==> config.mk <==
export PLATFORM = sky130hd
export DESIGN_NAME = antirebote_multicanal
export DESIGN_NICKNAME = d
export VERILOG_FILES = /design/src/rtl/antirebote_multicanal.sv
export SDC_FILE = /design/constraint.sdc
export NUM_CORES = 1
export LEC_CHECK = 0
export BUFFER_PORTS_ARGS = -buffer_cell sky130_fd_sc_hd__clkbuf_2
export CORE_ASPECT_RATIO = 1.25
export CORE_MARGIN = 3
export CORE_UTILIZATION = 35
export CTS_CLUSTER_DIAMETER = 50
export DETAILED_ROUTE_END_ITERATION = 12
export SLEW_MARGIN = 25
export SYNTH_ARGS = -nofsm -noshare
export SYNTH_HDL_FRONTEND = slang
export SYNTH_SLANG_ARGS = --single-unit
==> constraint.sdc <==
create_clock -name clk -period 8.3 [get_ports clk]
set_input_delay 1.245 -clock clk [delete_from_list [all_inputs] [get_ports clk]]
set_output_delay 1.245 -clock clk [all_outputs]
set_load 0.02 [all_outputs]
==> src/rtl/antirebote_multicanal.sv <==
// Multi-channel button debouncer with synchroniser, edge pulses,
// press-release toggle and long-press detection per channel.
module antirebote_multicanal #(
  parameter int N_CH            = 4,
  parameter int DEBOUNCE_CYCLES = 10000,
  parameter int SYNC_STAGES     = 2,
  parameter int LONG_CYCLES     = 250000000
) (
  input  logic            clk,
  input  logic            reset,
  input  logic [N_CH-1:0] pin_in,
  input  logic [N_CH-1:0] toggle_clr,
  output logic [N_CH-1:0] level_out,
  output logic [N_CH-1:0] rise_pulse,
  output logic [N_CH-1:0] fall_pulse,
  output logic [N_CH-1:0] toggle_out,
  output logic [N_CH-1:0] long_pulse
);

  localparam int DW = $clog2(DEBOUNCE_CYCLES + 1);
  localparam int HW = $clog2(LONG_CYCLES + 1);
  localparam logic [DW-1:0] D_LAST = DW'(DEBOUNCE_CYCLES - 1);
  localparam logic [HW-1:0] H_MAX  = HW'(LONG_CYCLES);
  localparam logic [HW-1:0] H_PRE  = HW'(LONG_CYCLES - 1);

  logic [N_CH-1:0][SYNC_STAGES-1:0] r_sync;
  logic [N_CH-1:0][DW-1:0]          r_dcnt;
  logic [N_CH-1:0][HW-1:0]          r_hcnt;
  logic [N_CH-1:0]                  w_sync;
  logic [N_CH-1:0]                  w_diff;
  logic [N_CH-1:0]                  w_done;

  always_comb begin
    w_sync = '0;
    w_diff = '0;
    w_done = '0;
    for (int c = 0; c < N_CH; c++) begin
      w_sync[c] = r_sync[c][SYNC_STAGES-1];
      w_diff[c] = w_sync[c] ^ level_out[c];
      w_done[c] = w_diff[c] && (r_dcnt[c] == D_LAST);
    end
  end

  always_ff @(posedge clk or posedge reset) begin
    if (reset) begin
      r_sync     <= '0;
      r_dcnt     <= '0;
      r_hcnt     <= '0;
      level_out  <= '0;
      rise_pulse <= '0;
      fall_pulse <= '0;
      toggle_out <= '0;
      long_pulse <= '0;
    end else begin
      for (int c = 0; c < N_CH; c++) begin
        r_sync[c] <= {r_sync[c][SYNC_STAGES-2:0], pin_in[c]};
        rise_pulse[c] <= 1'b0;
        fall_pulse[c] <= 1'b0;
        long_pulse[c] <= 1'b0;

        if (!w_diff[c]) begin
          r_dcnt[c] <= '0;
        end else if (w_done[c]) begin
          r_dcnt[c]     <= '0;
          level_out[c]  <= w_sync[c];
          rise_pulse[c] <= w_sync[c];
          fall_pulse[c] <= ~w_sync[c];
        end else begin
          r_dcnt[c] <= r_dcnt[c] + DW'(1);
        end

        // clear beats a coincident release
        if (toggle_clr[c]) begin
          toggle_out[c] <= 1'b0;
        end else if (w_done[c] && !w_sync[c]) begin
          toggle_out[c] <= ~toggle_out[c];
        end

        if (!level_out[c]) begin
          r_hcnt[c] <= '0;
        end else if (r_hcnt[c] != H_MAX) begin
          r_hcnt[c]     <= r_hcnt[c] + HW'(1);
          long_pulse[c] <= (r_hcnt[c] == H_PRE);
        end
      end
    end
  end

endmodule
==> summary by stage, run 1 <==
Detailed routing
Across all layers, the routed design uses about 6.5k vias. The first routing iteration left 282 violations. Dividing the detail-routed wire length by the instance count gives between 10 and 15 µm. The total detailed-routing wirelength is 17140 µm.

The detailed-route vias per instance is 4.880. In the detailed route, the total length drawn on met2 is 8425 µm. The detailed-route DRC error count is 0.

The amount of wire on met3 after detailed routing is 395 µm. For this block, wires on met1 add up to 8155 µm. The first TritonRoute pass finished after 4 iterations.

The highest layer touched by signal routing is met4. The count of nets left with antenna violations once routing finished came out at 0.

Pwr
Power spread over the standard cell area amounts to roughly 170 nW/µm². For this design the static power due to leakage is 0.004623 µW. The clock group share of total power is 0.443. Of the total power, registers draw 0.538.

VDD sags by at most 0.1137 mV. Cell internal power was estimated by the tool at between 1000 and 1500 µW. The share of total power in combinational logic is 0.019. Summed over all nets, the switching power comes to slightly above 400 µW.

Of the total power, the share spent switching nets is 0.2247.

Clock tree
Once the clock tree was built, the resizer swapped 0 gates to a different size. TritonCTS built the clock tree. CTS placed an instance of clkbuf_16 at the clock tree root. The clock input transition at the sequential cells of the worst setup and hold paths is 0.07 ns.

The clock insertion delay at the later pin of the skew report is 0.43 ns. The total CTS buffers is 17. The largest buffer count on any clock path is 2. The buffers inserted during post-CTS setup optimization is 0. The number of buffers inserted for hold repair after clock tree synthesis is 0. The H-tree generated during clock tree synthesis spans 4 levels.

The number of sinks on the clock net is 196.

Synthesis
The synthesized design spends more area on one cell type than any other, namely dfrtp_1. The synthesized netlist net count is 964. The number of register bits inferred by synthesis is 196.

After synthesis, the most frequently instantiated cells are dfrtp_1, xnor2_1, and2_1. The most used flip-flop cell after synthesis is dfrtp_1. The most frequently used cell type in the post-synthesis netlist is dfrtp_1. Averaged over all synthesized cells, the footprint is 10.28 µm². The fraction of post-synthesis cell area in the top cell type by area is 0.5088.

In this run, synthesis inferred 0 flip-flops with an integrated enable. The distinct cell type count after synthesis is 42. The register area share after synthesis is 0.5088.

The gate count of the mapped netlist is 938. Sorting the synthesized cells by area gives the leading types as dfrtp_1, xnor2_1, and2_1. The share of async-settable or async-resettable flops after synthesis is 1.000. The Yosys step of the flow raised 0 warnings. The post-synthesis instance area is approximately 9600 µm².

Setup path
The capturing element type of the critical path is an output port. The largest delay contributor family on the critical path is flip-flops. On the critical path, the stage with the largest delay is an instance of dfrtp_1. The number of buffer and inverter instances along the worst setup path is 1.

Along the worst path, the maximum fanout reaches 35. For this run, the slowest stage of the critical path takes 0.93 ns. The signal on the critical path passes through clkbuf_2. STA classifies the critical path startpoint as a register.

The critical path is of the register to output port type. The arrival time of the worst setup path is 1.67 ns. Data on the critical path is required at its endpoint by 7.05 ns.

Timing
Setup violations remaining at the end of the flow were counted as 0. The final number of max-transition violations is 0. The worst pin sits at a relative slew slack of 0.3325. Clock skew on the completed layout was measured at 0.01160 ns. The count of endpoints failing hold in the final timing report is 0. The timing-limited maximum frequency is 343.4 MHz.

The final sum of negative setup slack is 0 ns. Setup repair after global routing left no endpoint under its margin. The worst-margin pin slew is 0.9921 ns. Dividing the final minimum period by the clock period gives 0.3509. After layout, the minimum clock period comes to ~2.9 ns.

GRT
The global routing usage summed across all routing layers is 0.1235. Entering global routing, the biggest net connects 125 pins. The number of global-route vias before repair is 6613. For this run the aggregate overflow at the end of global routing stands at 0. The initial antenna violation count is 0. The first global-routing pass estimated 30930 µm of wire.

Placed design
The detailed-placement wirelength estimate is 11160 µm. The placer congestion estimate is between 0.7 and 0.8. In this run the tool buffered the top-level ports with 29 buffer cells.

Floorplanning
The floorplan die height is 191.6 µm. 30 I/O pins were placed. The number of placement rows is 67. The core area is 26990 µm².

The floorplan step set the die width to 154.4 µm. The area of the die is 29580 µm². The initial standard-cell utilization of the core is 0.3571.

Final layout
From synthesis to final layout, the design area changed by 11.56%. The post-route core utilization is 0.3984. The final layout contains 996 nets. The ratio of cells with drive above 1 in the final layout is 0.08138. The number of diodes added for antenna fixing is 0.

Hold path
The path class of the tightest hold or removal check is register to register.

Run status
The run finished with clean final reports.

Flow run
The tool flagged a number of max-cap violations equal to 0.
## cells in the final DEF (no fill, tap or decap), drive strengths merged
cell type and n:
nand4b 3, and2 94, buf 5, nor4 15, o31ai 1, or4 4
or2 2, xor2 51, nor3 15, o21a 2, nand3b 6, and4 6
nand2 66, nor4bb 7, clkbuf 49, nor4b 8, nor2b 16, clkinvlp 2
bufinv 1, nand4 49, ha 16, and4bb 1, o21ai 4, nand2b 8
and4b 2, dfrtp 196, nand3 70, mux2i 8, clkinv 4, nor2 90
nor3b 11, or3 5, a21boi 6, mux2 4, inv 21, and3 32
or4bb 1, o211ai 2, xnor2 99, or4b 1
## stage by stage
stage | cell area, µm² | total power, µW | setup slack, ns | hold WS, ns | cells
6_report | 10760 | 1801 | 5.388 | 0.3451 | 1328
4_1_cts | 10750 | 1835 | 5.230 | 0.3476 | 1328
3_5_place_dp | 10180 | 1024 | 5.227 | 0.3364 | 1296
5_1_grt | 10760 | 1876 | 5.217 | 0.3619 | 1328
3_3_place_gp | 10180 | 1024 | 5.244 | 0.3358 | 1296
2_1_floorplan | 9641 | 1011 | 1.714 | 0.3312 | 938
## cells by family after synthesis
kind of cell               after synthesis  synth area share
muxes                                   12           0.01298
DFF                                    196            0.5088
and+or+nand+nor                        512            0.2960
buffers and inverters                   37           0.01454
adders and majority gates               16           0.02077
AOI/OAI and AO/OA                       15           0.01064
xor gates and xnor gates               150            0.1363
## path summary, 6_finish.rpt
path / start / slack (ns) / depth (start not counted) / endpoint
worst max-delay path: level_out[3] / 5.39 / 1 / level_out[3]
worst min-delay path: r_sync[0] / 0.35 / 0 / r_sync[1]
worst max register to register: r_hcnt[84] / 5.99 / 6 / r_hcnt[108]
worst min register to register: r_sync[0] / 0.35 / 0 / r_sync[1]
max in group asynchronous: reset / 5.83 / 3 / r_dcnt[7]
min in group asynchronous: reset / 0.99 / 2 / r_sync[0]
## final cells by class
cell class / count / area, µm²
Clock buffer: 20 / 446.7
Clock inverter: 12 / 118.9
Fill cell: 2693 / 16240
Inverter: 16 / 67.56
Multi-Input combinational cell: 705 / 4602
Sequential cell: 196 / 4906
Tap cell: 345 / 431.7
Timing Repair Buffer: 34 / 182.7
## power groups by stage
| stage | Clock, µW | Sequential, µW | Combinational [µW] |
|---|---|---|---|
| floorplan | 0 | 986 | 25.0 |
| global placement | 0 | 988 | 35.8 |
| detailed placement | 0 | 988 | 36.5 |
| CTS | 829 | 969 | 36.4 |
| global route | 864 | 970 | 41.0 |
| finish | 798 | 969 | 33.6 |
## registers in the layout, summed over array words and instances, names as in the netlist
| register | count |
|---|---|
| r_hcnt | 112 |
| r_dcnt | 56 |
| r_sync | 8 |
| fall_pulse | 4 |
| level_out | 4 |
| long_pulse | 4 |
| rise_pulse | 4 |
| toggle_out | 4 |
## metal layers
metal / vias to the layer above / GRT usage
met3: 14 / 0.02899
li1: 3248 / -
met2: 45 / 0.2125
met5: - / 0
met4: 0 / 0.03058
met1: 3173 / 0.1573
Power figures use the tool's default switching activity.
==> run 2: changes to the inputs <==
--- a/config.mk
+++ b/config.mk
@@ -5,6 +5,7 @@
 export SDC_FILE = /design/constraint.sdc
 export NUM_CORES = 1
 export LEC_CHECK = 0
+export ABC_AREA = 1
 export BUFFER_PORTS_ARGS = -buffer_cell sky130_fd_sc_hd__clkbuf_2
 export CORE_ASPECT_RATIO = 1.25
 export CORE_MARGIN = 3
==> constraint.sdc (replaced) <==
create_clock -name clk -period 2.48 [get_ports clk]
set_input_delay 0.372 -clock clk [delete_from_list [all_inputs] [get_ports clk]]
set_output_delay 0.372 -clock clk [all_outputs]
set_load 0.02 [all_outputs]
==> run 2 against run 1 <==
Effect of this change:
- sequential power grew to 3.4 times the previous value
- clock-buffer cell count down 2
- non-clock buffer count increased by 10
- global-route usage grew 3.4 points
- first-iteration DRC count rose to 2.7 times the previous value
- via count increased by 56%
- final cell count increased by 62%
- core utilization about the same
- critical path type unchanged
- largest cell class is now multi-input combinational cells
- largest power group unchanged
==> summary by stage, run 2 <==
Run status
The flow ran to the end, and the final reports show no timing, DRC or antenna violations.

Timing
Setup repair after global routing left no endpoint under its margin. The worst-margin pin slew is 0.7648 ns (-0.2273 ns). The final sum of negative setup slack was 0 ns (unchanged). The count of endpoints failing hold in the final timing report is 0 (unchanged). The final number of max-transition violations is 0 (unchanged). The relative slew slack came to 0.4882 (+0.1558). The final setup slack of the worst path came to 0.6955 ns (-4.692 ns). The worst path in the final design needs a cycle of roughly 1.8 ns, including I/O delays and setup. The final setup violation count is 0 (unchanged).

The worst setup skew after layout is 0.01108 ns (-0.0005254 ns). In the finished design, the share of the clock period the worst path needs comes to 0.7196. Derived from the worst setup path, the maximum achievable clock frequency is 560.4 MHz.

Pwr
The share of total power in combinational logic was 0.030 (+0.011). The switching share of power was 0.2420 (+0.01736). The portion of total power attributed to sequential cells is 0.525 (-0.013). The highest ir drop seen on vdd is 0.3368 mV (+200%). The leakage dissipation is 0.005585 µW (+21%). The switching component of the power was 1498 µW (+270%).

The power per cell area is 485.5 nW/µm² (+190%). The internal cell power is 4691 µW (+240%). The clock group share of total power is 0.445 (+0.002). The overall power after layout is 6188 µW (+240%).

Final layout
The number of diodes added for antenna fixing is 0 (unchanged). The register with the most flip-flops in the final layout is r_hcnt. The post-route core utilization is 0.3987 (about the same). The post-synthesis to final-layout area growth is 11.58% (about the same).

The final net count came to 1750 (+76%). The ratio of cells with drive above 1 in the final layout is 0.06275 (-0.01863). The top cell types in the final layout, fill and taps aside, are nand2_1, nor2_1, inv_1. The largest registers in the layout are r_hcnt: 112 flops, r_dcnt: 56 flops, r_sync: 8 flops. The post-route standard cell area excluding fillers is 12750 µm² (+19%). The most frequent standard cell in the layout excluding fill and tap cells is nand2_1. The flip-flop count of the largest register after layout is 112 (unchanged). The count of fill cells added during filler insertion is 3383 (+26%).

Setup path
The capturing element type of the critical path is an output port. The worst-path maximum fanout is 17 (-51%). The library cell contributing the largest single delay on the critical path is dfrtp_1. The category of the most critical setup path is register to output port. The critical path required time was 2.11 ns (-4.94 ns). The largest stage delay on the critical path came to 0.70 ns (-0.23 ns). The arrival time of the worst setup path is 1.41 ns (-0.26 ns). The signal on the critical path passes through clkbuf_2. The number of buffer and inverter instances along the worst setup path is 1 (unchanged). The worst setup path is launched from a register.

The largest delay contributor family on the critical path is flip-flops.

Clock tree
The largest buffer count on any clock path is 2 (unchanged). The total CTS buffers is 17 (unchanged). The clock tree root driver cell is clkbuf_16.

The clock insertion delay at the later pin of the skew report is 0.45 ns (+0.02 ns). The buffers inserted during post-CTS setup optimization came to 0 (unchanged). The maximum level of the CTS H-tree is 4 (unchanged). The count of cells resized by post-cts repair is 0 (unchanged). The number of sinks on the clock net is 196 (unchanged).

The CTS tree is built. The number of buffers inserted for hold repair after clock tree synthesis came to 2 (+2). The clock input transition at the sequential cells of the worst setup and hold paths is 0.08 ns (about the same).

Synthesis
The most common flop cell mapped by yosys is dfrtp_1. The average size of a mapped cell is 6.816 µm² (-34%). The post-synthesis instance area is 11420 µm² (+18%). The biggest area contributor in the post-synthesis netlist is dfrtp_1. The synthesized netlist net count is 1702 (+77%). The register area share after synthesis came to 0.4294 (-0.07941). The gate count of the mapped netlist came to 1676 (+79%). The Yosys warning count came to 0 (unchanged). In the post-synthesis netlist, the biggest area contributors are dfrtp_1, nand2_1, nor2_1. By count the netlist is led by nand2_1, nor2_1, inv_1. The number of register bits inferred by synthesis is 196 (unchanged). The most frequently used cell type in the post-synthesis netlist is nand2_1. The fraction of post-synthesis cell area in the top cell type by area is 0.4294 (-0.07941). The number of synthesized flops with an enable pin is 0 (unchanged). The distinct cell type count after synthesis is 27 (-36%). The share of async-settable or async-resettable flops after synthesis was 1.000 (unchanged).

Hold path
The min-delay analysis places its worst path in the category input port to asynchronous set/reset pin.

Detailed routing
The total detailed-routing wirelength is 26380 µm (+54%). The routed via count is 10.13k (+56%). The residual antenna-violating net count after detailed routing is 0 (unchanged). The average detailed-routed wire length per instance is 12.28 µm (-4.9%).

The detailed-route DRC error count is 0 (unchanged). The detailed-route vias per instance is 4.716 (-3.4%). The DRC violation total after the first TritonRoute iteration is 756 (+170%). The detailed-router iteration count before antenna repair is 5 (+1).

Floorplanning
The I/O pin count is 30 (unchanged). The floorplan die height is 208.0 µm (+8.6%). The number of placement rows came to 73 (+9.0%). The area of the die is 34860 µm² (+18%).

The initial standard-cell utilization of the core is 0.3573 (about the same). The floorplan die width is 167.6 µm (+8.5%). The core area was 31970 µm² (+18%).

Placed design
The detailed-placement wirelength estimate was 19630 µm (+76%). The cell area after placement is 12150 µm² (+19%). The placer congestion estimate came to 0.9035 (+18%).

The worst setup timing slack at the placement stage is 0.7614 ns (-4.465 ns). The number of port buffers is 29 (unchanged).

GRT
The largest net degree at the start of global routing came to 77 (-38%). The final global-route overflow total is 0 (unchanged). The number of global-route vias before repair is 9943 (+50%). The global routing usage summed across all routing layers was 0.1574 (+0.03387). The initial antenna violation count was 0 (unchanged).

The wire length of the first global-routing pass is 46420 µm (+50%).

Flow run
The number of maximum-capacitance constraint violations came to 0 (unchanged).
-- run 2: cell count changes after synthesis, sizes merged, moves of 15 or more --
cell	change
nor4	-15
o21ai	+35
xnor2	-87
and3	-32
nor2	+351
nand2	+402
nor2b	-16
nand3	+42
nor3	+23
and2	-92
a21oi	+32
inv	+185
-- run 2: final timing paths --
kind                            cells after the start            to  slack [ns]    startpoint
worst max-delay path                                1  level_out[0]        0.70  level_out[0]
worst min-delay path                                3    r_hcnt[93]        0.04         reset
worst max register to register                      6    r_dcnt[31]        0.77     r_sync[5]
worst min register to register                      0     r_sync[1]        0.35     r_sync[0]
max in group asynchronous                           3     r_dcnt[3]        1.97         reset
min in group clk                                    1     r_sync[6]        0.04     pin_in[3]
-- run 2: cells by family after synthesis --
| logic type | Yosys count | synth area share |
|---|---|---|
| buffers and inverters | 216 | 0.07141 |
| AO/OA/AOI/OAI | 75 | 0.03373 |
| adder cells (fa/ha/maj) | 16 | 0.01752 |
| flip-flops | 196 | 0.4294 |
| AND/OR/NAND/NOR | 1123 | 0.4096 |
| XOR/XNOR | 50 | 0.03834 |
-- run 2: per-layer routing --
metal,GRT usage,part of all wire,vias up
li1,-,-,5298
met1,0.1949,0.46,4687
met2,0.2784,0.50,114
met3,0.02756,0.024,35
met4,0.04939,0.019,0
met5,0,0,-
-- run 2: layout make-up --
type | instances | area [µm²] | area share
Timing Repair Buffer | 44 | 287.8 | 0.02258
Clock inverter | 14 | 147.6 | 0.01158
Clock buffer | 18 | 429.2 | 0.03367
Inverter | 201 | 758.2 | 0.05949
Sequential cell | 196 | 4905 | 0.3848
Multi-Input combinational cell | 1264 | 5703 | 0.4474
Tap cell | 412 | 515.5 | 0.04044
-- run 2: power groups by stage --
stage	Combinational [µW]	Sequential, µW	Clock, µW
6_report	183	3250	2750
5_1_grt	217	3260	2990
4_1_cts	193	3250	2870
3_5_place_dp	190	3310	0
3_3_place_gp	187	3310	0
2_1_floorplan	115	3320	0
-- run 2: through the flow --
stage	hold WS, ns	std cells
final	0.03677	2149
after detailed placement	0.3379	2115
after global placement	0.3355	2115
after CTS	0.009029	2149
after floorplan	0.3312	1676
after global routing	0.02290	2149
